--- config.mk ---
export PLATFORM = sky130hd
export DESIGN_NAME = host_mem_bridge
export DESIGN_NICKNAME = d
export VERILOG_FILES = /design/src/rtl/host_mem_bridge_pkg.sv /design/src/rtl/host_mem_bridge_sat_cnt.sv /design/src/rtl/host_mem_bridge.sv
export SDC_FILE = /design/constraint.sdc
export NUM_CORES = 1
export LEC_CHECK = 0
export CORE_MARGIN = 2
export CORE_UTILIZATION = 40
export DETAILED_ROUTE_END_ITERATION = 10
export PLACE_DENSITY_LB_ADDON = 0.1
export SYNTH_ARGS = -nofsm -noshare
export SYNTH_HDL_FRONTEND = slang
export SYNTH_SLANG_ARGS = --single-unit
--- constraint.sdc ---
create_clock -name clk -period 1.8 [get_ports clk]
set_input_delay 0.36 -clock clk [delete_from_list [all_inputs] [get_ports clk]]
set_output_delay 0.36 -clock clk [all_outputs]
set_load 0.02 [all_outputs]
--- src/rtl/host_mem_bridge_pkg.sv ---
// Shared types and constants for host_mem_bridge: FSM state encoding,
// statistics-counter address offsets and the supported SRAM read-latency range.
package host_mem_bridge_pkg;

    typedef enum logic [1:0] {
        IDLE    = 2'd0,
        WRITE   = 2'd1,
        RD_WAIT = 2'd2,
        RESP    = 2'd3
    } state_t;

    // Offsets below 2^ADDR_W of the read- and write-access counters
    localparam int STAT_RD_OFS = 1;
    localparam int STAT_WR_OFS = 2;

    localparam int RD_LAT_MIN = 1;
    localparam int RD_LAT_MAX = 4;

    function automatic int clamp_rd_lat(input int lat);
        if (lat < RD_LAT_MIN) return RD_LAT_MIN;
        if (lat > RD_LAT_MAX) return RD_LAT_MAX;
        return lat;
    endfunction

endpackage

--- src/rtl/host_mem_bridge_sat_cnt.sv ---
// Saturating up-counter with synchronous clear; clear takes priority over
// increment and the count sticks at all-ones.
module host_bridge_sat_cnt #(
    parameter int DATA_W = 16
) (
    input  logic              clk,
    input  logic              rst_n,
    input  logic              inc,
    input  logic              clr,
    output logic [DATA_W-1:0] count
);

    logic [DATA_W-1:0] count_reg;

    always_ff @(posedge clk or negedge rst_n) begin
        if (!rst_n) begin
            count_reg <= '0;
        end else if (clr) begin
            count_reg <= '0;
        end else if (inc && (count_reg != '1)) begin
            count_reg <= count_reg + 1'b1;
        end
    end

    assign count = count_reg;

endmodule

--- src/rtl/host_mem_bridge.sv ---
// Host-bus to single-port synchronous SRAM bridge with out-of-range drop and
// sticky error flag. Define HOST_BRIDGE_STATS_EN to add read/write access counters.
module host_mem_bridge
    import host_mem_bridge_pkg::*;
#(
    parameter int ADDR_W    = 16,
    parameter int DATA_W    = 16,
    parameter int MEM_DEPTH = 1024,
    parameter int RD_LAT    = 2
) (
    input  logic                         clk,
    input  logic                         rst_n,
    input  logic [ADDR_W-1:0]            address,
    input  logic                         wvalid,
    input  logic [DATA_W-1:0]            wdata,
    output logic                         wready,
    input  logic                         rvalid,
    output logic                         rready,
    output logic                         rrvalid,
    output logic [DATA_W-1:0]            rdata,
    output logic                         mem_en,
    output logic                         mem_we,
    output logic [$clog2(MEM_DEPTH)-1:0] mem_addr,
    output logic [DATA_W-1:0]            mem_wdata,
    input  logic [DATA_W-1:0]            mem_rdata,
    output logic                         err_oob,
    input  logic                         err_clr
);

    localparam int MA_W  = $clog2(MEM_DEPTH);
    localparam int LAT   = clamp_rd_lat(RD_LAT);
    localparam int CNT_W = $clog2(RD_LAT_MAX);

    state_t            state_reg, state_next;
    logic [CNT_W-1:0]  lat_cnt_reg;
    logic              rd_mem_reg;
    logic [DATA_W-1:0] fill_reg;
    logic              mem_en_reg, mem_we_reg;
    logic [MA_W-1:0]   mem_addr_reg;
    logic [DATA_W-1:0] mem_wdata_reg;
    logic              rrvalid_reg;
    logic [DATA_W-1:0] rdata_reg;
    logic              err_oob_reg;

    logic idle, wr_hs, rd_hs, any_hs, in_range, rd_done;
    logic              stat_hit;
    logic [DATA_W-1:0] stat_val;

    assign idle     = (state_reg == IDLE);
    assign wr_hs    = idle && wvalid;
    assign rd_hs    = idle && rvalid && !wvalid;
    assign any_hs   = wr_hs || rd_hs;
    // Full-width compare so high address bits never alias into the SRAM
    assign in_range = ({1'b0, address} < (ADDR_W + 1)'(MEM_DEPTH));
    // The SRAM enable cycle itself does not count toward the latency wait
    assign rd_done  = (state_reg == RD_WAIT) && !mem_en_reg && (lat_cnt_reg == '0);

`ifdef HOST_BRIDGE_STATS_EN
    localparam logic [ADDR_W-1:0] STAT_RD_ADDR = {ADDR_W{1'b1}} - ADDR_W'(STAT_RD_OFS - 1);
    localparam logic [ADDR_W-1:0] STAT_WR_ADDR = {ADDR_W{1'b1}} - ADDR_W'(STAT_WR_OFS - 1);

    logic [1:0]        stat_sel, stat_inc, stat_clr;
    logic [DATA_W-1:0] stat_cnt [2];

    // Index 0 counts reads, index 1 counts writes
    assign stat_sel = {address == STAT_WR_ADDR, address == STAT_RD_ADDR};
    assign stat_inc = {wr_hs && in_range, rd_hs && in_range};
    assign stat_clr = {2{wr_hs}} & stat_sel;

    genvar gi;
    for (gi = 0; gi < 2; gi++) begin : g_stat
        host_bridge_sat_cnt #(.DATA_W(DATA_W)) u_cnt (
            .clk   (clk),
            .rst_n (rst_n),
            .inc   (stat_inc[gi]),
            .clr   (stat_clr[gi]),
            .count (stat_cnt[gi])
        );
    end

    assign stat_hit = |stat_sel;
    assign stat_val = stat_sel[0] ? stat_cnt[0] : stat_cnt[1];
`else
    assign stat_hit = 1'b0;
    assign stat_val = '0;
`endif

    always_comb begin
        state_next = state_reg;
        case (state_reg)
            IDLE:    if (wr_hs) state_next = WRITE;
                     else if (rd_hs) state_next = RD_WAIT;
            WRITE:   state_next = IDLE;
            RD_WAIT: if (rd_done) state_next = RESP;
            RESP:    state_next = IDLE;
            default: state_next = IDLE;
        endcase
    end

    always_ff @(posedge clk or negedge rst_n) begin
        if (!rst_n) begin
            state_reg     <= IDLE;
            lat_cnt_reg   <= '0;
            rd_mem_reg    <= 1'b0;
            fill_reg      <= '0;
            mem_en_reg    <= 1'b0;
            mem_we_reg    <= 1'b0;
            mem_addr_reg  <= '0;
            mem_wdata_reg <= '0;
            rrvalid_reg   <= 1'b0;
            rdata_reg     <= '0;
            err_oob_reg   <= 1'b0;
        end else begin
            state_reg  <= state_next;
            mem_en_reg <= any_hs && in_range;
            mem_we_reg <= wr_hs && in_range;
            if (any_hs) begin
                mem_addr_reg <= address[MA_W-1:0];
                rd_mem_reg   <= in_range;
                fill_reg     <= stat_hit ? stat_val : '0;
                lat_cnt_reg  <= in_range ? CNT_W'(LAT - 1) : '0;
            end else if ((state_reg == RD_WAIT) && !mem_en_reg && (lat_cnt_reg != '0)) begin
                lat_cnt_reg <= lat_cnt_reg - 1'b1;
            end
            if (wr_hs) mem_wdata_reg <= wdata;
            rrvalid_reg <= rd_done;
            if (rd_done) rdata_reg <= rd_mem_reg ? mem_rdata : fill_reg;
            err_oob_reg <= (any_hs && !in_range && !stat_hit) || (err_oob_reg && !err_clr);
        end
    end

    // Gated by rst_n so the handshake outputs read 0 while reset is held
    assign wready    = rst_n && idle;
    assign rready    = rst_n && idle;
    assign rrvalid   = rrvalid_reg;
    assign rdata     = rdata_reg;
    assign mem_en    = mem_en_reg;
    assign mem_we    = mem_we_reg;
    assign mem_addr  = mem_addr_reg;
    assign mem_wdata = mem_wdata_reg;
    assign err_oob   = err_oob_reg;

endmodule
After elaboration in Yosys (flattened, before gate mapping)
Index checks and enable logic that the tools add are counted.
{"block": "word_totals", "regBits": 51, "wordCells": 48, "input_bits": 53, "out_inout_bits": 48}
{"block": "op_classes", "n_reduce_logical": 23, "eq_ne": 5, "n_addsub": 1, "muxes": 8, "magnitude_cmp": 1}
{"operator": "$lt A16 B11 Y1 const B", "n": 1}
{"operator": "$mux W16", "n": 1}
{"operator": "$logic_and A1 B1 Y1", "n": 11}
{"operator": "$mux W2", "n": 5}
{"operator": "$pmux W2 S3", "n": 1}
{"operator": "$eq A2 B2 Y1 const B", "n": 2}
{"operator": "$logic_not A1 Y1", "n": 4}
{"operator": "$logic_not A2 Y1", "n": 2}
{"operator": "$reduce_bool A2 Y1", "n": 2}
{"operator": "$ne A3 B1 Y1 const B", "n": 1}
{"operator": "$eq A2 B1 Y1 const B", "n": 1}
{"operator": "$logic_or A1 B1 Y1", "n": 2}
{"operator": "$ne A2 B2 Y1 const B", "n": 1}
{"operator": "$reduce_and A2 Y1", "n": 1}
{"operator": "$reduce_or A2 Y1", "n": 1}
{"operator": "$sub A2 B1 Y2 const B", "n": 1}
{"operator": "$mux W1", "n": 1}

Logic depth before layout (Yosys ltp)
Gate-level depths: netlist of the first run.
{"block": "logic_depth", "ltp_word": 6, "mapped_depth": 7, "ltp_nobuf": 5}

Worst setup path after synthesis of the first run
No wires, ideal clock.
{"block": "synth_timing", "path_type": "reg-to-reg", "from": "register lat_cnt_reg[0]", "to": "register lat_cnt_reg[0]", "synth_period_minus_slack_ns": 1.633, "stages_incl_launch_ff": 6, "setup_ns": 0.132, "required_time_ns": 1.668, "n_path_buf": 0, "arrival_time_ns": 1.501, "path_slack_ns": 0.167, "path_cell_list": "dfrtp_1 > inv_1 > ha_1 > or4b_4 > o211ai_2 > or3b_1"}
{"block": "synth_via", "elab_chain_len": 3, "word_cells_on_any_way": 6, "cone_classes": "1 x add/sub; 2 x mux; 3 x reduce/logical"}
{"item": "start: declaration", "line": "host_mem_bridge.sv:35", "source": "logic [CNT_W-1:0] lat_cnt_reg;"}
{"item": "start signal: assignment", "line": "host_mem_bridge.sv:121", "source": "lat_cnt_reg <= in_range ? CNT_W'(LAT - 1) : '0;"}
{"item": "start signal: assignment", "line": "host_mem_bridge.sv:123", "source": "lat_cnt_reg <= lat_cnt_reg - 1'b1;"}
{"item": "$sub A2 B1 Y2 / $reduce_bool A2 Y1 (equally long branches)", "line": "host_mem_bridge.sv:123, host_mem_bridge.sv:122"}
{"item": "$mux W2 / $logic_and A1 B1 Y1 (equally long branches)", "line": "host_mem_bridge.sv:122", "source": "end else if ((state_reg == RD_WAIT) && !mem_en_reg && (lat_cnt_reg != '0)) begin"}
{"item": "$mux W2 / $reduce_bool A2 Y1 (equally long branches)"}
Parallel ways exist; a longest one is shown, timed or not. The select of a mux whose other input is x is not followed.
A chain may end at the register's enable or synchronous reset.

Final worst setup path of the first run
{"block": "layout_timing", "from": "register state_reg[0]", "to": "output wready"}
{"block": "layout_via", "elab_chain_len": 2}
{"item": "start: declaration", "line": "host_mem_bridge.sv:34", "source": "state_t state_reg, state_next;"}
{"item": "start signal: assignment", "line": "host_mem_bridge.sv:114", "source": "state_reg <= state_next;"}
{"item": "$logic_not A2 Y1", "line": "host_mem_bridge.sv:49", "source": "assign idle = (state_reg == IDLE);"}
{"item": "$logic_and A1 B1 Y1", "line": "host_mem_bridge.sv:133", "source": "assign wready = rst_n && idle;"}
{"item": "end: declaration", "line": "host_mem_bridge.sv:16", "source": "output logic wready,"}
No other way between the ends.

==> reports/qor.txt, run 1 <==
Outcome - complete, no violations
Post-CTS Setup Inserts - 0
Initial core utilization - 0.421
RePlAce Congestion - 0.725
CTS clk-pin slew, worst paths - 80 ps
Core Region - 4820 um2
R2R depth - 5
Crit path kind - register to output port
Minimum clock period - 1710 ps
Crit. End Element - output port
Worst EP required - 1440 ps
Clock Path Buffers - 2
Crit path cell chain - nor2_1 > and2_1 > dlygate4sd2_1
Placed Cells incl. Taps - 330
Aggregate global-route resource usage - 0.166
Dpl hpwl - 3.23 mm
Remaining antenna violation count after routing - 0
GRT Residual Overflow - 0
Initial antenna violation count - 0
Initial DRC count - 52
Worst Clk Skew - 9.15 ps
GR Util met1 - 0.214
Die area - 5650 um2
Arrival @ worst endpoint - 1350 ps
VDD IR-drop max - 0.000860 V
Synthesized flop and latch total - 51
Sequential-to-total area share from yosys stat - 0.630
DIE WIDTH - 75.2 um
Commonest non-fill, non-tap cell in the layout - clkdlybuf4s50_1
Clock Root Buffer - clkbuf_8
Proportion of layout cells with a drive suffix above 1 - 0.181
Final core utilization - 0.672
Vias - 1532
Fmax - 586 MHz
Total CTS buffers - 5
Vias in the first global route - 1511
Largest net degree at the start of global routing - 52
CP max-delay cell - dfrtp_1
Hold Path Class - input port to asynchronous set/reset pin
Synth cell types - 25
Synth Area per Inst - 12.4 um2
PwrDens - 1450 nW/um2
M2 GR Usage - 0.248
Slew margin rel. - 0.582
Slew Viols, Final - 0
Leakage power - 0.00135 uW
Reg2Reg Setup Slack - 110 ps
Synthesized net count - 218
Final worst-path setup slack - 94.8 ps
Final hold viol count - 0
Layout Area Growth over Synthesis - 59.8%
CTS sink count - 51
Vert. Die Dim - 75.2 um
CP startpoint - state_reg[0]$_DFFE_PN0P_
Period Utilization, post-route - 0.947
Gr busiest metal - met2
Synth Cell Area - 2030 um2
Crit-path max FO - 5
RSZ-0062 raised after global routing - yes
Total Power - 4710 uW
Routed WL - 4.33 mm
Pre-CTS setup slack - -36.8 ps
Final cell count without fillers - 337
Critical Path Sink - wready
Worst Tran Pin Value - 627 ps
Nets - 324
Port buffer count - 100
Crit path largest cell delay - 410 ps
Drt wl/cell - 12.8 um
Clock latency at the later pin of the worst-skew pair - 300 ps
Synth Instances - 164
TritonRoute pass-1 iters - 4
Reg2Reg Capture Point - lat_cnt_reg[0]$_DFFE_PN0P_
Finish-stage setup viols - 0
Antenna diode count - 0
Worst r2r src - lat_cnt_reg[0]$_DFFE_PN0P_
Most frequent cells in the layout - 97 x clkdlybuf4s50_1, 51 x dfrtp_1, 32 x nand2_1
First-pass GRT wire length - 6.98 mm
Met3 usage - 0.0803
# IOs - 101
Max Cap Viol - 0
Vias per std cell - 4.55
DRC violations left - 0
CTS tree - done
CTS H-tree depth - 2
Startpoint Class - register
Warnings, synthesis - 0
Post-CTS Hold Fix Bufs - 0
Std-Cell Rows - 25
[area by class of cell]
type                    instances  area, um2
fillers                       424       1580
flip-flops and latches         51       1280
inverters                       5       18.8
well taps                      67       83.8
repair buffers                109       1070
multi-input cells              98        682
clock inverters                 1       30.0
clock buffers                   6       72.6
[timing repair]
action                                  4_1_cts  5_1_grt
endpoints found under the setup margin        2        2
pin swaps                                     0        2
resized for setup                             2        1
[stage by stage]
step           hold slack, ps  area (um2)  setup TNS (ps)
6_report                  173        3240               0
5_1_grt                   227        3240           -2.85
4_1_cts                   190        3230               0
3_5_place_dp              470        3130           -39.4
3_3_place_gp              461        3130           -14.6
2_1_floorplan            64.4        2030               0
[worst max-delay path: cells and delay by family (launching register included)]
family | cells | cell delay (ps)
buf+inv | 1 | 330
flops | 1 | 410
simple gates | 2 | 320
[worst min-delay path by stage]
| stage | from | to |
|---|---|---|
| final | rst_n | mem_wdata[12]$_DFFE_PN0P_ |
| after global placement | rdata[8]$_DFFE_PN0P_ | rdata[8]$_DFFE_PN0P_ |
| after CTS | rst_n | mem_wdata[11]$_DFFE_PN0P_ |
| after detailed placement | rdata[13]$_DFFE_PN0P_ | rdata[13]$_DFFE_PN0P_ |
| after global routing | rst_n | mem_wdata[12]$_DFFE_PN0P_ |
| after floorplan | rst_n | err_oob$_DFF_PN0_ |
[logic make-up (layout without fill, tap and decap cells)]
family                     count (synthesis)  in the layout  share of synthesized area
and+or+nand+nor                           47             47                      0.119
adders and majority gates                  1              1                    0.00618
muxes                                     26             26                      0.145
buffers and inverters                     15            121                     0.0346
AOI/OAI and AO/OA                         24             24                     0.0655
DFF                                       51             51                      0.630
[report_power, final]
group          switching (uW)  internal, uW  leakage (uW)  total (uW)
combinational            1050          1190      0.000657        2240
clock                     343           408     0.0000513         751
sequential                191          1530      0.000646        1720
total                    1580          3130       0.00135        4710
[routing by layer]
metal	wire (um)	share of wire	vias to the layer above
met5	0	0	-
met4	57	0.013	0
met3	439	0.10	6
met2	2030	0.47	66
met1	1800	0.42	700
li1	-	-	760
[synthesized netlist by cell type]
library cell	n	area share
nand4bb_1	1	0.0056
a21o_1	1	0.0037
dfrtp_1	51	0.63
buf_6	1	0.0056
buf_4	1	0.0037
a21oi_1	1	0.0025
buf_2	2	0.0049
nand2_1	32	0.059
or2_1	1	0.0031
inv_1	5	0.0093
nor4_1	1	0.0031
nor2_1	5	0.0093
and2_1	1	0.0031
ha_1	1	0.0062
o21ai_0	19	0.047
nor4_4	1	0.011
or4_4	1	0.0056
nor2_4	1	0.0056
mux2_2	26	0.14
clkbuf_1	6	0.011
o22ai_1	2	0.0062
or3b_1	1	0.0043
o211ai_2	1	0.0062
or4b_4	1	0.0068
or2_2	1	0.0031
Power figures use the tool's default switching activity.
==> run 2, diff against run 1 <==
Settings changed: CTS_CLUSTER_SIZE set to 10.
==> results of run 2 <==
The final DEF is identical to that of run 1; final timing and power are the same.
